===== src/rtl/note_scroll_queue_pkg.sv =====
// Shared types and constants for the note scroll queue: note ROM, LFSR tap
// table and draw sequencer state encoding.
package note_scroll_pkg;

    typedef enum logic [1:0] {
        ST_IDLE,
        ST_SWEEP,
        ST_SINGLE,
        ST_DONE
    } draw_state_e;

    localparam int NUM_NOTES = 16;

    localparam logic [7:0] NOTE_ROM [NUM_NOTES] = '{
        8'h1C, 8'h1B, 8'h23, 8'h2B, 8'h34, 8'h33, 8'h3B, 8'h42,
        8'h4B, 8'h4C, 8'h52, 8'h1D, 8'h24, 8'h2C, 8'h35, 8'h3C
    };

    function automatic logic [7:0] note_lookup(input logic [3:0] idx);
        return NOTE_ROM[idx];
    endfunction

    // Maximal-length Fibonacci tap masks, bit i set means state bit i feeds back.
    function automatic logic [31:0] lfsr_taps(input int w);
        case (w)
            2:       return 32'h0000_0003;
            3:       return 32'h0000_0006;
            4:       return 32'h0000_000C;
            5:       return 32'h0000_0014;
            6:       return 32'h0000_0030;
            7:       return 32'h0000_0060;
            8:       return 32'h0000_00B8;
            default: return 32'h0000_000C;
        endcase
    endfunction

endpackage


===== src/rtl/note_scroll_queue_if.sv =====
// Control/handshake bundle between the game datapath and the note scroll queue.
interface note_scroll_queue_if #(
    parameter int LANES  = 4,
    parameter int CODE_W = 8
);
    logic                      restart;
    logic                      advance;
    logic                      key_valid;
    logic [CODE_W-1:0]         key_code;
    logic                      draw_ack;
    logic [LANES-1:0]          draw_req;
    logic [LANES*CODE_W-1:0]   lane_code;
    logic [LANES-1:0]          lane_valid;
    logic [CODE_W-1:0]         scancode_out;
    logic                      busy;
    logic                      finish_update;
    logic                      hit;
    logic                      miss;
    logic                      overrun;

    modport master (
        output restart, advance, key_valid, key_code, draw_ack,
        input  draw_req, lane_code, lane_valid, scancode_out, busy,
               finish_update, hit, miss, overrun
    );

    modport slave (
        input  restart, advance, key_valid, key_code, draw_ack,
        output draw_req, lane_code, lane_valid, scancode_out, busy,
               finish_update, hit, miss, overrun
    );
endinterface


===== src/rtl/note_scroll_queue_lfsr.sv =====
// Free-running Fibonacci LFSR used to pick new notes; a game restart does not
// disturb it, so the note sequence keeps evolving across games.
module note_lfsr import note_scroll_pkg::*; #(
    parameter int             W    = 4,
    parameter logic [W-1:0]   SEED = W'(4'hB)
) (
    input  logic         clk,
    input  logic         reset,
    input  logic         restart_unused,
    output logic [W-1:0] rnd
);
    localparam logic [W-1:0] TAPS = W'(lfsr_taps(W));

    logic [W-1:0] lfsr_q, lfsr_d;

    // The all-zero state is a lock-up point, so recover by reloading the seed.
    always_comb begin
        if (lfsr_q == '0) begin
            lfsr_d = SEED;
        end else begin
            lfsr_d = {lfsr_q[W-2:0], ^(lfsr_q & TAPS)};
        end
    end

    always_ff @(posedge clk or negedge reset) begin
        if (!reset) begin
            lfsr_q <= SEED;
        end else begin
            lfsr_q <= lfsr_d;
        end
    end

    assign rnd = lfsr_q;

endmodule


===== src/rtl/note_scroll_queue.sv =====
// Shift queue of note scancodes with hit/miss detection and a req/ack draw
// sequencer that asks the renderer to repaint lanes after each change.
module note_scroll_queue import note_scroll_pkg::*; #(
    parameter int                 LANES  = 4,
    parameter int                 CODE_W = 8,
    parameter int                 LFSR_W = 4,
    parameter logic [LFSR_W-1:0]  SEED   = LFSR_W'(4'hB)
) (
    input  logic                 clk,
    input  logic                 reset,
    note_scroll_queue_if.slave   bus
);
    typedef logic [CODE_W-1:0] code_t;

    code_t            lane_code_q [LANES];
    code_t            lane_code_d [LANES];
    logic [LANES-1:0] lane_valid_q, lane_valid_d;
    logic [LANES-1:0] draw_req_q, draw_req_d;
    draw_state_e      state_q, state_d;
    logic             hit_q, hit_d;
    logic             miss_q, miss_d;
    logic             overrun_q, overrun_d;
    logic             finish_q, finish_d;

    logic [LFSR_W-1:0] rnd;
    code_t             new_note;
    logic              in_idle, hit_take, adv_take;

    note_lfsr #(.W(LFSR_W), .SEED(SEED)) u_lfsr (
        .clk            (clk),
        .reset          (reset),
        .restart_unused (bus.restart),
        .rnd            (rnd)
    );

    assign new_note = CODE_W'(note_lookup(4'(rnd)));

    // Hit is judged on the pre-shift target lane, so a note departing on the
    // same edge as a matching keypress is scored as a hit rather than a miss.
    always_comb begin
        in_idle  = (state_q == ST_IDLE);
        hit_take = in_idle && bus.key_valid && lane_valid_q[LANES-1]
                   && (bus.key_code == lane_code_q[LANES-1]);
        adv_take = in_idle && bus.advance;

        lane_code_d  = lane_code_q;
        lane_valid_d = lane_valid_q;
        draw_req_d   = draw_req_q;
        state_d      = state_q;
        hit_d        = hit_take;
        miss_d       = adv_take && lane_valid_q[LANES-1] && !hit_take;
        overrun_d    = bus.advance && !in_idle;
        finish_d     = 1'b0;

        case (state_q)
            ST_IDLE: begin
                if (adv_take) begin
                    for (int i = LANES - 1; i > 0; i--) begin
                        lane_code_d[i] = lane_code_q[i-1];
                    end
                    lane_code_d[0] = new_note;
                    lane_valid_d   = {lane_valid_q[LANES-2:0], 1'b1};
                    draw_req_d     = LANES'(1);
                    state_d        = ST_SWEEP;
                end else if (hit_take) begin
                    lane_valid_d[LANES-1] = 1'b0;
                    draw_req_d            = LANES'(1) << (LANES - 1);
                    state_d               = ST_SINGLE;
                end
            end
            ST_SWEEP: begin
                if (bus.draw_ack) begin
                    if (draw_req_q[LANES-1]) begin
                        draw_req_d = '0;
                        state_d    = ST_DONE;
                        finish_d   = 1'b1;
                    end else begin
                        draw_req_d = draw_req_q << 1;
                    end
                end
            end
            ST_SINGLE: begin
                if (bus.draw_ack) begin
                    draw_req_d = '0;
                    state_d    = ST_DONE;
                    finish_d   = 1'b1;
                end
            end
            ST_DONE: state_d = ST_IDLE;
            default: state_d = ST_IDLE;
        endcase

        if (bus.restart) begin
            for (int i = 0; i < LANES; i++) begin
                lane_code_d[i] = '0;
            end
            lane_valid_d = '0;
            draw_req_d   = '0;
            state_d      = ST_IDLE;
            hit_d        = 1'b0;
            miss_d       = 1'b0;
            overrun_d    = 1'b0;
            finish_d     = 1'b0;
        end
    end

    always_ff @(posedge clk or negedge reset) begin
        if (!reset) begin
            for (int i = 0; i < LANES; i++) begin
                lane_code_q[i] <= '0;
            end
            lane_valid_q <= '0;
            draw_req_q   <= '0;
            state_q      <= ST_IDLE;
            hit_q        <= 1'b0;
            miss_q       <= 1'b0;
            overrun_q    <= 1'b0;
            finish_q     <= 1'b0;
        end else begin
            lane_code_q  <= lane_code_d;
            lane_valid_q <= lane_valid_d;
            draw_req_q   <= draw_req_d;
            state_q      <= state_d;
            hit_q        <= hit_d;
            miss_q       <= miss_d;
            overrun_q    <= overrun_d;
            finish_q     <= finish_d;
        end
    end

    always_comb begin
        bus.lane_code = '0;
        for (int i = 0; i < LANES; i++) begin
            bus.lane_code[i*CODE_W +: CODE_W] = lane_code_q[i];
        end
    end

    assign bus.lane_valid    = lane_valid_q;
    assign bus.draw_req      = draw_req_q;
    assign bus.scancode_out  = lane_code_q[LANES-1];
    assign bus.busy          = (state_q != ST_IDLE);
    assign bus.finish_update = finish_q;
    assign bus.hit           = hit_q;
    assign bus.miss          = miss_q;
    assign bus.overrun       = overrun_q;

endmodule

===== src/flat_wrapper.sv =====
// flat-port wrapper written by rule: the top's interface ports become plain ports
module note_scroll_queue_flat import note_scroll_pkg::*;
#(
    parameter int                 LANES  = 4,
    parameter int                 CODE_W = 8,
    parameter int                 LFSR_W = 4,
    parameter logic [LFSR_W-1:0]  SEED   = LFSR_W'(4'hB)
)
  (clk, reset, bus_restart, bus_advance, bus_key_valid, bus_key_code, bus_draw_ack, bus_draw_req, bus_lane_code, bus_lane_valid, bus_scancode_out, bus_busy, bus_finish_update, bus_hit, bus_miss, bus_overrun);
  note_scroll_queue_if #(.LANES(LANES), .CODE_W(CODE_W)) bus_i ();
  input  logic clk;
  input  logic reset;
  input wire logic [$bits(bus_i.restart)-1:0] bus_restart;
  input wire logic [$bits(bus_i.advance)-1:0] bus_advance;
  input wire logic [$bits(bus_i.key_valid)-1:0] bus_key_valid;
  input wire logic [$bits(bus_i.key_code)-1:0] bus_key_code;
  input wire logic [$bits(bus_i.draw_ack)-1:0] bus_draw_ack;
  output wire logic [$bits(bus_i.draw_req)-1:0] bus_draw_req;
  output wire logic [$bits(bus_i.lane_code)-1:0] bus_lane_code;
  output wire logic [$bits(bus_i.lane_valid)-1:0] bus_lane_valid;
  output wire logic [$bits(bus_i.scancode_out)-1:0] bus_scancode_out;
  output wire logic [$bits(bus_i.busy)-1:0] bus_busy;
  output wire logic [$bits(bus_i.finish_update)-1:0] bus_finish_update;
  output wire logic [$bits(bus_i.hit)-1:0] bus_hit;
  output wire logic [$bits(bus_i.miss)-1:0] bus_miss;
  output wire logic [$bits(bus_i.overrun)-1:0] bus_overrun;
  assign bus_i.restart = bus_restart;
  assign bus_i.advance = bus_advance;
  assign bus_i.key_valid = bus_key_valid;
  assign bus_i.key_code = bus_key_code;
  assign bus_i.draw_ack = bus_draw_ack;
  assign bus_draw_req = bus_i.draw_req;
  assign bus_lane_code = bus_i.lane_code;
  assign bus_lane_valid = bus_i.lane_valid;
  assign bus_scancode_out = bus_i.scancode_out;
  assign bus_busy = bus_i.busy;
  assign bus_finish_update = bus_i.finish_update;
  assign bus_hit = bus_i.hit;
  assign bus_miss = bus_i.miss;
  assign bus_overrun = bus_i.overrun;
  note_scroll_queue #(.LANES(LANES), .CODE_W(CODE_W), .LFSR_W(LFSR_W), .SEED(SEED)) u_core (.clk(clk), .reset(reset), .bus(bus_i));
endmodule

===== config.mk =====
export PLATFORM = sky130hd
export DESIGN_NAME = note_scroll_queue_flat
export DESIGN_NICKNAME = d
export VERILOG_FILES = /design/src/rtl/note_scroll_queue_pkg.sv /design/src/rtl/note_scroll_queue_if.sv /design/src/rtl/note_scroll_queue_lfsr.sv /design/src/rtl/note_scroll_queue.sv /design/src/flat_wrapper.sv
export SDC_FILE = /design/constraint.sdc
export NUM_CORES = 1
export LEC_CHECK = 0
export ABC_AREA = 1
export BUFFER_PORTS_ARGS = -buffer_cell sky130_fd_sc_hd__buf_4
export CAP_MARGIN = 20
export CELL_PAD_IN_SITES_DETAIL_PLACEMENT = 0
export CELL_PAD_IN_SITES_GLOBAL_PLACEMENT = 1
export CORE_UTILIZATION = 38
export DETAILED_ROUTE_END_ITERATION = 8
export MAX_ROUTING_LAYER = met4
export PLACE_DENSITY_LB_ADDON = 0.1
export SYNTH_ARGS = -nofsm -noshare
export SYNTH_HDL_FRONTEND = slang
export SYNTH_SLANG_ARGS = --single-unit

===== constraint.sdc =====
create_clock -name clk -period 1.7 [get_ports clk]
set_input_delay 0.255 -clock clk [delete_from_list [all_inputs] [get_ports clk]]
set_output_delay 0.255 -clock clk [all_outputs]
set_load 0.01 [all_outputs]

==> results_dict.tcl <==
set metrics [dict create \
    hp-class "in2reg" \
    synth-adder-area-share_pct 4.96 \
    wl_per_cell_um 12.5 \
    utilization_pct 51.9 \
    path_cells "inv_2 > ha_4 > nand2_2 > nor2_2 > nand2_1 > nor2_2 > nand2_2 > nand3_4 > nand2_2 > nand2_1 > nand2_1" \
    routed_via_density 4.61 \
    core_area_sq_mm 0.00564 \
    wl_met3_um 226 \
    portBuffers 61 \
    wl_met1_um 2320 \
    ys_top_cells_by_area "dfrtp_1 (47%), nand2_1 (7.4%), inv_1 (6.8%)" \
    root_buffer "clkbuf_8" \
    synthSimpleGateAreaFrac_pct 17.6 \
    max-vdd-ir-drop_uv 555 \
    clkSinkCount 46 \
    fin_tns_setup_ps 0 \
    htreeDepth 2 \
    syn_to_final_growth_pct 29.0 \
    outcome "completed" \
    power_density_mw_per_mm2 1130 \
    cp_slowest_cell "dfrtp_1" \
    cts_tree "done" \
    die_y_um 79.3 \
    postSynthAreaPerCell_sq_um 8.84 \
    grt_pass1_vias 1752 \
    async_flop_share_pct 100 \
    max-clock-path-buffers 2 \
    finalHoldViolCount 0 \
    synth_xor_area_share_pct 1.54 \
    fp-row-count 27 \
    synth_cell_types 29 \
    drcViolationCount 0 \
    synth.mux.area_fraction_pct 0 \
    max_freq_mhz 658 \
    yosys.area.top_type "dfrtp_1" \
    wl_met2_um 2340 \
    max-slew-margin-rel_pct 61.4 \
    wl_um 4950 \
    seqPwrFrac_pct 40.1 \
    max_cap_viol_count 0 \
    grt_first_pass_wirelength_um 8380 \
    period_share_pct 89.5 \
    syn-cell-area_sq_mm 0.00227 \
    cp_num_buf_inv 1 \
    finalClockSkew_ps 8.28 \
    setup_viol 0 \
    seq_area_frac_synth_pct 50.9 \
    arrival_ps 1710 \
    grtUsageTotal_pct 17.8 \
    finalNetCount 345 \
    rsz0062_at_grt "false" \
    drtPass1Iterations 4 \
    worst_pin_slew_ps 579 \
    clk_latency_ps 300 \
    end_kind "flop" \
    yosys_most_used_dff "dfrtp_1" \
    cts.clk_slew.worst_paths_ps 80 \
    die_w_um 79.3 \
    antenna_found_initial 0 \
    finalMaxSlewViolations 0 \
    overflow 0 \
    slowest_delay_ps 410 \
    dp_hpwl_um 3670 \
    synth-compound-area-share_pct 11.7 \
    netlist.area_leader.share_pct 47.4 \
    nFillCells 539 \
    critPathRequiredTime_ps 1890 \
    combinationalPowerShare_pct 37.4 \
    place.gp.congestion 0.791 \
    p_int_mw 2.17 \
    start_util_pct 40.3 \
    dr_total_vias 1820 \
    p_sw_share_pct 34.4 \
    ys_warn_count 0 \
    critPathMaxFanout 8 \
    grt_max_degree 47 \
    drtIter0Drc 42 \
    drive_gt1_share_pct 32.2 \
    antenna_cells 0 \
    start_kind "flop" \
    ys_ff_latch 46 \
    p_leak_nw 1.53 \
    synth_top_family_by_area "simple AND/OR/NAND/NOR gates" \
    antenna_violating_nets_post_route 0 \
    clkPwrFrac_pct 22.4 \
    crit_family "simple AND/OR/NAND/NOR gates" \
    p_sw_mw 1.14 \
    min_period_ps 1520 \
    ioPinCount 67 \
    worstSetupPathType "reg2reg" \
    syn-instance-count 257 \
    numCtsBuffers 5 \
    synth_edf_count 0 \
    highest_layer "met4" \
    die_area_sq_mm 0.00629 \
]
power by group through the flow:
stage               registers [mW]  logic [mW]  clock network (mW)
global placement              1.35        1.12                   0
global route                  1.35        1.39               0.808
floorplan                     1.39       0.625                   0
finish                        1.33        1.24               0.742
detailed placement            1.35        1.11                   0
CTS                           1.33        1.12               0.781
cells in the final DEF, fill, tap and decap left out, drive strengths merged, types with 2 or more instances in the layout:
| cell | n |
|---|---|
| buf | 71 |
| nand2 | 51 |
| inv | 47 |
| dfrtp | 43 |
| o22ai | 23 |
| nand3 | 15 |
| o21ai | 14 |
| nor2 | 14 |
| ha | 9 |
| a21oi | 7 |
| clkbuf | 7 |
| conb | 5 |
| xnor2 | 4 |
| dfstp | 3 |
| nor3b | 2 |
| nor3 | 2 |
Yosys cell counts (2+ instances only):
cell and count:
clkbuf_1 2, buf_4 12, nor3b_1 2, nor2_1 12, o21ai_0 3, inv_2 6, dfrtp_1 43, buf_2 3
xnor2_1 4, nand2_2 5, nand3_1 14, nor3_1 2, nand2_1 45, dfstp_2 3, o22ai_1 23, inv_1 41
ha_1 9, a21oi_1 7, o21ai_1 11
state kept, by name (all words and copies together) (netlist names):
register	count
u_core.bus.miss	1
u_core.bus.finish_update	1
u_core.bus.hit	1
u_core.bus.draw_req	4
u_core.bus.lane_valid	4
u_core.bus.overrun	1
u_core.u_lfsr.rnd	4
u_core.bus.lane_code	21
u_core.bus.scancode_out	7
u_core.state_q	2
path summary, 6_finish.rpt:
kind | startpoint | end | slack [ps] | depth (start not counted)
setup / recovery | u_core.state_q[1]$_DFFE_PN0P_ | u_core.state_q[0]$_DFFE_PN0P_ | 180 | 11
hold / removal | bus_restart | u_core.bus.lane_valid[0]$_DFFE_PN0P_ | 160 | 2
setup reg to reg | u_core.state_q[1]$_DFFE_PN0P_ | u_core.state_q[0]$_DFFE_PN0P_ | 180 | 11
hold reg to reg | u_core.bus.draw_req[1]$_DFFE_PN0P_ | u_core.bus.draw_req[1]$_DFFE_PN0P_ | 510 | 2
max in group asynchronous | reset | u_core.bus.lane_code[16]$_DFFE_PN0P_ | 810 | 2
min in group asynchronous | reset | u_core.bus.draw_req[1]$_DFFE_PN0P_ | 500 | 2
metrics by stage:
stage	hold slack [ps]	cell area, sq um	power (mW)	instances	setup WS, ps
after floorplan	-40.6	2290	2.02	261	202
after global placement	301	2750	2.46	381	41.7
after detailed placement	300	2750	2.46	381	18.0
after CTS	150	2870	3.23	390	42.1
after global routing	164	2930	3.55	395	3.62
final	163	2930	3.31	395	179
what timing repair did:
item / in CTS / in global routing
setup buffers: 0 / 5
resized for setup: 1 / 9
hold endpoints to repair: 43 / 0
endpoints found under the setup margin: 2 / 22
hold buffers: 1 / 0
pin swaps: 0 / 4
worst register-to-register path: stages (launching register included):
cell and delay [ps]:
dfrtp_1 410, inv_2 90, ha_4 160, nand2_2 70
nor2_2 90, nand2_1 70, nor2_2 90, nand2_2 90
nand3_4 150, nand2_2 70, nand2_1 70, nand2_1 50
cells by family after synthesis:
family          after synthesis
compound gates               46
xor+xnor                      4
fa+ha+maj                     9
buf+inv                      65
flops                        46
other cells                   1
simple gates                 86
final cells by class:
class,count,area [sq um],area share (%)
Sequential cell,46,1150,39.4
Multi-Input combinational cell,150,858,29.3
Timing Repair Buffer,72,543,18.5
Inverter,47,179,6.11
Clock buffer,7,96.3,3.29
Tap cell,72,90.1,3.07
Clock inverter,1,8.76,0.299
per-layer routing:
metal / track usage, % / vias to the layer above
met5: - / -
met4: 6.00 / 0
met3: 3.68 / 7
met2: 27.2 / 41
met1: 23.7 / 835
li1: - / 937
(Power assumes the default switching activity.)
